==> config.mk <==
export PLATFORM = sky130hd
export DESIGN_NAME = pulse_cond
export DESIGN_NICKNAME = d
export VERILOG_FILES = /design/src/rtl/pulse_cond_pkg.sv /design/src/rtl/pulse_cond_chan.sv /design/src/rtl/pulse_cond.sv
export SDC_FILE = /design/constraint.sdc
export NUM_CORES = 1
export LEC_CHECK = 0
export ABC_AREA = 1
export CAP_MARGIN = 20
export CELL_PAD_IN_SITES_DETAIL_PLACEMENT = 1
export CELL_PAD_IN_SITES_GLOBAL_PLACEMENT = 2
export CORE_ASPECT_RATIO = 1.1
export CORE_UTILIZATION = 40
export CTS_BUF_LIST = sky130_fd_sc_hd__clkbuf_4
export CTS_CLUSTER_SIZE = 16
export DETAILED_ROUTE_END_ITERATION = 8
export MAX_ROUTING_LAYER = met4
export PLACE_DENSITY = 0.85
export SLEW_MARGIN = 30
export SYNTH_ARGS = -nofsm -noshare
export SYNTH_HDL_FRONTEND = slang
export SYNTH_SLANG_ARGS = --single-unit
==> constraint.sdc <==
create_clock -name clk -period 2.8 [get_ports clk]
set_input_delay 0.28 -clock clk [delete_from_list [all_inputs] [get_ports clk]]
set_output_delay 0.28 -clock clk [all_outputs]
set_load 0.02 [all_outputs]
==> src/rtl/pulse_cond_pkg.sv <==
// Shared definitions for the pulse conditioner: edge-select encodings,
// default parameter values and a small elaboration helper.
package pulse_cond_pkg;

    typedef enum logic [1:0] {
        MODE_OFF  = 2'b00,
        MODE_RISE = 2'b01,
        MODE_FALL = 2'b10,
        MODE_BOTH = 2'b11
    } mode_e;

    localparam int MODE_RISE_BIT = 0;
    localparam int MODE_FALL_BIT = 1;

    localparam int DEF_N           = 4;
    localparam int DEF_DB_CYCLES   = 500000;
    localparam int DEF_HOLD_CYCLES = 25000000;
    localparam int DEF_REP_CYCLES  = 5000000;

    function automatic int max_int(input int a, input int b);
        if (a > b) begin
            return a;
        end else begin
            return b;
        end
    endfunction

endpackage

==> src/rtl/pulse_cond_chan.sv <==
// One channel of the pulse conditioner: synchroniser, debounce, edge pulse
// generation and auto-repeat for a single button input.
module pulse_chan
    import pulse_cond_pkg::*;
#(
    parameter int DB_CYCLES   = DEF_DB_CYCLES,
    parameter int HOLD_CYCLES = DEF_HOLD_CYCLES,
    parameter int REP_CYCLES  = DEF_REP_CYCLES
) (
    input  logic       clk,
    input  logic       rst_n,
    input  logic       x,
    input  logic [1:0] mode,
    input  logic       rep_en,
    output logic       z,
    output logic       level
);

    localparam int DBW = $clog2(DB_CYCLES) + 1;
    localparam int RPW = $clog2(max_int(HOLD_CYCLES, REP_CYCLES)) + 1;
    localparam logic [DBW-1:0] DB_LAST   = DBW'(DB_CYCLES - 1);
    localparam logic [RPW-1:0] HOLD_LAST = RPW'(HOLD_CYCLES - 1);
    localparam logic [RPW-1:0] REP_LAST  = RPW'(REP_CYCLES - 1);

    logic           sync1_q, sync2_q;
    logic [DBW-1:0] db_cnt_q, db_cnt_d;
    logic           level_q, level_d;
    logic           z_q, z_d;
    logic           rep_run_q, rep_run_d;
    logic           rep_first_q, rep_first_d;
    logic [RPW-1:0] rep_cnt_q, rep_cnt_d;
    logic [RPW-1:0] rep_last_s;
    logic           toggle_s, rise_s, fall_s, rep_ok_s, rep_fire_s;

    assign rise_s     = toggle_s & ~level_q;
    assign fall_s     = toggle_s & level_q;
    assign rep_ok_s   = rep_en & mode[MODE_RISE_BIT];
    // The first repeat waits the long hold time, later ones the short period.
    assign rep_last_s = rep_first_q ? HOLD_LAST : REP_LAST;

    // Debounce: count consecutive disagreeing edges, toggle level after DB_CYCLES.
    always_comb begin
        db_cnt_d = db_cnt_q;
        level_d  = level_q;
        toggle_s = 1'b0;
        if (sync2_q == level_q) begin
            db_cnt_d = {DBW{1'b0}};
        end else if (db_cnt_q == DB_LAST) begin
            db_cnt_d = {DBW{1'b0}};
            level_d  = ~level_q;
            toggle_s = 1'b1;
        end else begin
            db_cnt_d = db_cnt_q + DBW'(1);
        end
    end

    // Auto-repeat timer: armed by a rise pulse, cancelled by fall or loss of enable.
    always_comb begin
        rep_run_d   = rep_run_q;
        rep_first_d = rep_first_q;
        rep_cnt_d   = rep_cnt_q;
        rep_fire_s  = 1'b0;
        if (!rep_ok_s || fall_s || (!level_q && !rise_s)) begin
            rep_run_d   = 1'b0;
            rep_first_d = 1'b0;
            rep_cnt_d   = {RPW{1'b0}};
        end else if (rise_s) begin
            rep_run_d   = 1'b1;
            rep_first_d = 1'b1;
            rep_cnt_d   = {RPW{1'b0}};
        end else if (rep_run_q) begin
            if (rep_cnt_q == rep_last_s) begin
                rep_fire_s  = 1'b1;
                rep_first_d = 1'b0;
                rep_cnt_d   = {RPW{1'b0}};
            end else begin
                rep_cnt_d = rep_cnt_q + RPW'(1);
            end
        end else begin
            rep_cnt_d = rep_cnt_q;
        end
    end

    // Output pulse: OR of the selected edge events and the repeat tick.
    always_comb begin
        z_d = (rise_s & mode[MODE_RISE_BIT]) | (fall_s & mode[MODE_FALL_BIT]) | rep_fire_s;
    end

    // State registers.
    always_ff @(posedge clk or negedge rst_n) begin
        if (!rst_n) begin
            sync1_q     <= 1'b0;
            sync2_q     <= 1'b0;
            db_cnt_q    <= {DBW{1'b0}};
            level_q     <= 1'b0;
            z_q         <= 1'b0;
            rep_run_q   <= 1'b0;
            rep_first_q <= 1'b0;
            rep_cnt_q   <= {RPW{1'b0}};
        end else begin
            sync1_q     <= x;
            sync2_q     <= sync1_q;
            db_cnt_q    <= db_cnt_d;
            level_q     <= level_d;
            z_q         <= z_d;
            rep_run_q   <= rep_run_d;
            rep_first_q <= rep_first_d;
            rep_cnt_q   <= rep_cnt_d;
        end
    end

    assign z     = z_q;
    assign level = level_q;

endmodule

==> src/rtl/pulse_cond.sv <==
// Multi-channel button conditioner: N independent debounce/edge/auto-repeat
// channels sharing one clock and one edge-select mode.
module pulse_cond
    import pulse_cond_pkg::*;
#(
    parameter int N           = DEF_N,
    parameter int DB_CYCLES   = DEF_DB_CYCLES,
    parameter int HOLD_CYCLES = DEF_HOLD_CYCLES,
    parameter int REP_CYCLES  = DEF_REP_CYCLES
) (
    input  logic         clk,
    input  logic         rst_n,
    input  logic [N-1:0] x,
    input  logic [1:0]   mode,
    input  logic [N-1:0] rep_en,
    output logic [N-1:0] z,
    output logic [N-1:0] level
);

    for (genvar i = 0; i < N; i++) begin : g_chan
        pulse_chan #(
            .DB_CYCLES  (DB_CYCLES),
            .HOLD_CYCLES(HOLD_CYCLES),
            .REP_CYCLES (REP_CYCLES)
        ) u_chan (
            .clk   (clk),
            .rst_n (rst_n),
            .x     (x[i]),
            .mode  (mode),
            .rep_en(rep_en[i]),
            .z     (z[i]),
            .level (level[i])
        );
    end

endmodule

==> results of run 1 <==
==> through the flow <==
stage | instance area (um2) | util (%)
after floorplan | 13000 | -
after global placement | 13500 | 42.8
after detailed placement | 13500 | 42.8
after CTS | 14400 | 45.4
after global routing | 14400 | 45.4
final | 14400 | 45.4
==> routing by layer <==
layer | GRT usage (%) | wire [um]
met1 | 29.7 | 17500
met5 | - | 0
met2 | 39.9 | 17400
met4 | 6.55 | 737
met3 | 3.39 | 986
==> what timing repair did <==
item	CTS	global route
endpoints found under the hold margin	199	0
hold buffers	5	0
gates resized for setup	0	0
setup endpoints to repair	0	0
==> how the worst max path moves through the flow <==
stage                                       start                              to  slack (ps)  depth (start not counted)
CTS                        g_chan[2].u_chan.level                        level[2]         440                          1
global route               g_chan[2].u_chan.level                        level[2]         410                          1
detailed placement                        mode[0]   g_chan[0].u_chan.rep_cnt_q[0]         460                          7
finish                     g_chan[2].u_chan.level                        level[2]         530                          1
global placement                          mode[0]   g_chan[0].u_chan.rep_cnt_q[3]         510                          7
floorplan           g_chan[2].u_chan.rep_cnt_q[0]  g_chan[2].u_chan.rep_cnt_q[18]        1070                          9
==> cell families (layout without fill, tap and decap cells) <==
logic type                 Yosys count  count (layout)
and+or+nand+nor                   1087            1087
buffers and inverters              267             375
DFF                                208             208
AOI/OAI and AO/OA                  158             158
xor gates and xnor gates            84              84
adders and majority gates            8               8
other                                0               1
==> power groups by stage <==
| stage | clock, mW | sequential, mW | combinational [mW] |
|---|---|---|---|
| after global routing | 3.19 | 3.04 | 0.195 |
| final | 2.93 | 3.04 | 0.170 |
| after global placement | 0 | 3.10 | 0.167 |
| after detailed placement | 0 | 3.10 | 0.172 |
| after CTS | 3.08 | 3.04 | 0.178 |
| after floorplan | 0 | 3.09 | 0.0518 |
==> state kept, by name, summed over array words and instances (netlist names) <==
signal                     count
g_chan.u_chan.rep_run_q        4
g_chan.u_chan.sync1_q          4
g_chan.u_chan.sync2_q          4
g_chan.u_chan.level            4
g_chan.u_chan.rep_cnt_q      104
g_chan.u_chan.z                4
g_chan.u_chan.db_cnt_q        80
g_chan.u_chan.rep_first_q      4
==> layout make-up <==
| type | instances | share of cell area [%] |
|---|---|---|
| inverters | 230 | 6.01 |
| well taps | 420 | 3.66 |
| multi-input cells | 1337 | 46.2 |
| repair buffers | 36 | 2.51 |
| clock inverters | 20 | 0.723 |
| diodes | 1 | 0.0174 |
| flip-flops and latches | 208 | 36.2 |
| clock buffers | 89 | 4.65 |
==> cells in the final DEF (no fill, tap or decap), types with 5 or more instances in the layout <==
cell type,synthesis,routed
xnor2_1,21,21
dlygate4sd3_1,0,5
o21ai_0,45,45
inv_1,222,222
nand3_2,6,6
nand4_1,57,57
nand2_2,8,8
clkbuf_4,0,89
xor2_1,63,63
ha_1,8,8
nand3b_1,8,8
o21ai_2,30,30
clkdlybuf4s50_1,0,18
nand2_1,479,479
nand3_1,149,149
dfrtp_1,208,208
nor2_2,6,6
nor2_4,6,6
nor3_1,65,65
inv_2,7,8
buf_4,12,10
o21ai_1,11,11
clkinv_1,1,17
a21oi_1,51,51
a31oi_1,7,7
nor2_1,273,273
nor3b_1,5,5
nor4_1,6,6
==> results.yml, run 1 <==
run_status:
  outcome: "finished, final reports clean"
timing:
  setup_slack_ps: 527
  final.setup_skew_ps: 32.2
  min_period_ps: 2270
  rsz0062_at_grt: "false"
  finalHoldViolCount: 0
  final.setup.tns_ps: 0
  worst_slew_pin_slew_ps: 555
  period_share_pct: 81.2
  fmaxAchievable_mhz: 440
  slew_headroom_pct: 63.0
  setup_viol: 0
  whs_ps: 115
  final-max-slew-violation-count: 0
synth:
  synth_simple_gate_area_share_pct: 37.3
  ys_ff_latch: 208
  synth_top_family_by_area: "simple AND/OR/NAND/NOR gates"
  synth_mux_area_share_pct: 0
  synth_fp_nets: 1832
  syn_inst: 1812
  synth_edf_count: 0
  yosysTopAreaCellShare_pct: 40.1
  synth_most_common_cell: "nand2_1"
  synth.cells.most_frequent: "nand2_1, nor2_1, inv_1, dfrtp_1, nand3_1"
  yosysUniqueCellTypes: 44
  yosysSeqAreaShare_pct: 40.1
  synth-compound-area-share_pct: 7.35
  synthXorXnorAreaFrac_pct: 5.67
  syn_area_per_cell_um2: 7.16
  synthesis.area_um2: 13000
  yosysTopAreaCell: "dfrtp_1"
  synthArstFlopShare_pct: 100
  synth_fa_ha_area_share_pct: 0.772
  synthFlopType: "dfrtp_1"
  synthTopCellsByArea: "dfrtp_1, nand2_1, nor2_1"
  yosys_warnings: 0
clocking:
  cts_max_path_buffers: 3
  clk_pin_slew_ps: 70
  cts_setup_buffers: 0
  cts.htree.levels: 2
  tritoncts: "done"
  cts_buffers: 60
  cts_root_buf: "clkbuf_4"
  clk_latency_ps: 730
  cts_sinks: 208
pwr:
  p_int_mw: 4.61
  power_frac_seq_pct: 49.5
  swShare_pct: 24.9
  switchingPower_mw: 1.53
  p_comb_share_pct: 2.8
  peakVddDrop_mv: 0.263
  finalPower_mw: 6.14
  p_leak_nw: 6.32
  pwr_density_cell_nw_per_um2: 428
  pwr-share-clk_pct: 47.8
route:
  ant_nets: 0
  vias: 11944
  drt_iter0_drc: 523
  routedWlPerCell_um: 15.6
  drc: 0
  via_per_inst: 5.10
  routed_wl_mm: 36.6
  dr.pass1.iters: 5
global_route:
  overflow: 0
  grt_first_pass_wirelength_mm: 62.4
  grt_pass1_vias: 12590
  track_usage_pct: 23.7
  grt_max_degree: 69
  antenna_found_initial: 1
placement:
  gp_congestion: 0.848
  place_hpwl_mm: 27.3
  portBuffers: 19
  dp.cells: 2226
  dp_slack_ps: 462
worst_setup_path:
  crit_chain: "clkdlybuf4s50_1"
  worst_path_max_delay_cell: "clkdlybuf4s50_1"
  r2r-end: "g_chan[2].u_chan.rep_cnt_q[2]"
  worstSetupPathType: "flip-flop to output pin"
  r2r_cells: 8
  cp_max_fo: 7
  r2r_slack_ps: 640
  end_kind: "output pin"
  start_kind: "flip-flop"
  rr_startpoint: "g_chan[2].u_chan.rep_cnt_q[0]"
  arrival_ps: 1990
  cp_top_family: "buffers and inverters"
  cpPeakStageDelay_ps: 700
  worstPathRequired_ps: 2520
  crit_buf_inv: 1
hold_path:
  hold_path_class: "primary input to async pin"
final_layout:
  seq_area_um2: 5200
  multi_input_area_um2: 6630
  synthToLayoutAreaGrowth_pct: 10.7
  stdcell_count: 2341
  num-fill-cells: 4140
  drive_above_1_share_pct: 9.74
  fin_nets: 1893
floorplanning:
  die_w_um: 174
  initial_utilization_pct: 41.0
  core_um2: 31700
  die_h_um: 191
  io-pin-count: 20
  dieArea_um2: 33100
  rows: 68
job:
  maxCapViolCount: 0
No activity file was read; power rests on OpenSTA's default activity.
==> run 2, diff against run 1 <==
CORE_UTILIZATION = 35   (was 40)
PLACE_DENSITY = 0.79   (was 0.85)
clock period = 1.9 ns   (was 2.8 ns; I/O delays follow)
==> run 2 against run 1 <==
- register-to-register slack worse by 580 ps
- critical path depth up 8
- routed wire length up 4.1%
- clock power up 44%
- sequential share of layout area down 2.4 points
- sequential power up 47%
- die area up 14%
- non-clock buffer count up 89
- utilization down 3.0 points
- largest power group unchanged
- highest routed layer unchanged
==> results.yml, run 2 (same netlist as run 1, synthesis figures left out) <==
run_status:
  outcome: "finished, final reports clean"
floorplanning:
  dieArea_um2: 37800
  initial_utilization_pct: 35.7
  die_h_um: 204
  rows: 73
  die_w_um: 186
  io-pin-count: 20
  core_um2: 36400
final_layout:
  drive_above_1_share_pct: 15.8
  top_regs: "g_chan.u_chan.rep_cnt_q x104, g_chan.u_chan.db_cnt_q x80"
  largest_register_ffs: 104
  synthToLayoutAreaGrowth_pct: 18.7
  stdcell_area_um2: 15400
  layout_commonest_cell: "nand2_1"
  layout_common_cells: "nand2_1, nor2_1, inv_1"
  top_register: "g_chan.u_chan.rep_cnt_q"
  fin_nets: 1982
worst_setup_path:
  end_kind: "flip-flop"
  crit_buf_inv: 2
  cp_max_fo: 12
  crit_chain: "ha_4, inv_1, nor3_4, nand3_1, nor3_4, nor2_2, nand2_2, buf_12, o21ai_0"
  critPathMostFrequentCell: "nor3_4"
  worstSetupPathType: "flip-flop to flip-flop"
  cp_top_family: "simple AND/OR/NAND/NOR gates"
  worst_path_max_delay_cell: "dfrtp_1"
  start_kind: "flip-flop"
  cpPeakStageDelay_ps: 420
  arrival_ps: 2490
  worstPathRequired_ps: 2550
clocking:
  cts_root_buf: "clkbuf_4"
  cts_sinks: 208
  clk_latency_ps: 790
  clk_pin_slew_ps: 70
  cts.htree.levels: 2
  cts_max_path_buffers: 3
  cts_buffers: 60
  tritoncts: "done"
timing:
  min_period_ps: 1840
  rsz0062_at_grt: "true"
  setup_slack_ps: 64.1
  finalHoldViolCount: 0
  slew_headroom_pct: 59.5
  period_share_pct: 96.6
  fmaxAchievable_mhz: 545
  final.setup_skew_ps: 48.1
  worst_slew_pin_slew_ps: 607
  setup_viol: 0
  final-max-slew-violation-count: 0
global_route:
  overflow: 0
  antenna_found_initial: 1
  grt_max_degree: 54
  grt_pass1_vias: 13101
  track_usage_pct: 21.8
  grt_first_pass_wirelength_mm: 64.7
placement:
  place_hpwl_mm: 28.8
  dp_slack_ps: -124
  gp_congestion: 0.874
  dpl_cell_area_um2: 14200
  portBuffers: 19
route:
  drt_iter0_drc: 393
  ant_nets: 0
  routedWlPerCell_um: 15.3
  vias: 12265
  routed_wl_mm: 38.0
  dr.pass1.iters: 4
  via_per_inst: 4.92
  drc: 0
pwr:
  p_leak_nw: 6.86
  peakVddDrop_mv: 0.372
  pwr_density_cell_nw_per_um2: 582
job:
  maxCapViolCount: 0
hold_path:
  hold_path_class: "primary input to flip-flop"
==> run 2: cell types whose count changed in the layout (fill, tap and decap cells not counted), moves of 5 or more <==
cell | before | now
buf_4 | 10 | 86
nor2_2 | 6 | 16
nor2_1 | 273 | 259
clkdlybuf4s50_1 | 18 | 10
buf_12 | 2 | 10
nor3_1 | 65 | 60
==> run 2: final timing paths <==
kind	start	end	slack, ps	cells past startpoint
max in group asynchronous	rst_n	g_chan[0].u_chan.rep_cnt_q[13]	760	4
min in group asynchronous	rst_n	g_chan[3].u_chan.rep_cnt_q[22]	480	3
max	g_chan[0].u_chan.rep_cnt_q[1]	g_chan[0].u_chan.rep_cnt_q[0]	60	9
min	rep_en[3]	g_chan[3].u_chan.rep_cnt_q[14]	120	5
max reg2reg	g_chan[0].u_chan.rep_cnt_q[1]	g_chan[0].u_chan.rep_cnt_q[0]	60	9
min reg2reg	g_chan[3].u_chan.sync1_q	g_chan[3].u_chan.sync2_q	350	0
==> run 2: report_power, final <==
part	internal [mW]	switching [mW]
Combinational	0.0878	0.180
Clock	2.15	2.07
Sequential	4.46	0.0229
Total	6.70	2.27
==> run 2: layout make-up <==
cell class | instances | area, um2
clock buffer | 91 | 683
sequential | 208 | 5210
tap | 487 | 609
multi-input combinational | 1337 | 6830
antenna | 1 | 2.50
fill | 4718 | 21000
inverter | 230 | 871
clock inverter | 14 | 52.6
timing repair buffer | 125 | 1130
==> run 2: routing by layer <==
layer / track usage [%] / vias to the layer above / wire (um)
li1: - / 6136 / -
met1: 25.8 / 5924 / 17000
met5: - / - / 0
met2: 37.5 / 132 / 18800
met4: 7.67 / 0 / 1040
met3: 3.42 / 73 / 1220
==> run 2: timing repair <==
action / 4_1_cts / 5_1_grt
hold endpoints to repair: 212 / 0
pin swaps: 3 / 12
setup endpoints to repair: 44 / 111
hold buffers: 6 / 0
setup buffers: 4 / 12
cloned: 0 / 0
resized for setup: 27 / 59
==> run 2: metrics by stage <==
step           std cells  hold WS (ps)  power [mW]  util, %  setup TNS (ps)
2_1_floorplan       1812          -106        4.63        -               0
3_5_place_dp        2365           168        4.83     39.2           -1540
4_1_cts             2480          53.4        9.21     41.5           -39.5
5_1_grt             2493           116        9.43     42.3            -332
3_3_place_gp        2365           168        4.82     39.2            -766
6_report            2493           116        8.96     42.3               0
==> run 2: worst register-to-register path, delay by kind of cell (launching register included) <==
kind / cells / cell delay (ps)
fa+ha+maj: 1 / 180
buf+inv: 2 / 240
simple gates: 5 / 750
compound gates: 1 / 100
flops: 1 / 420
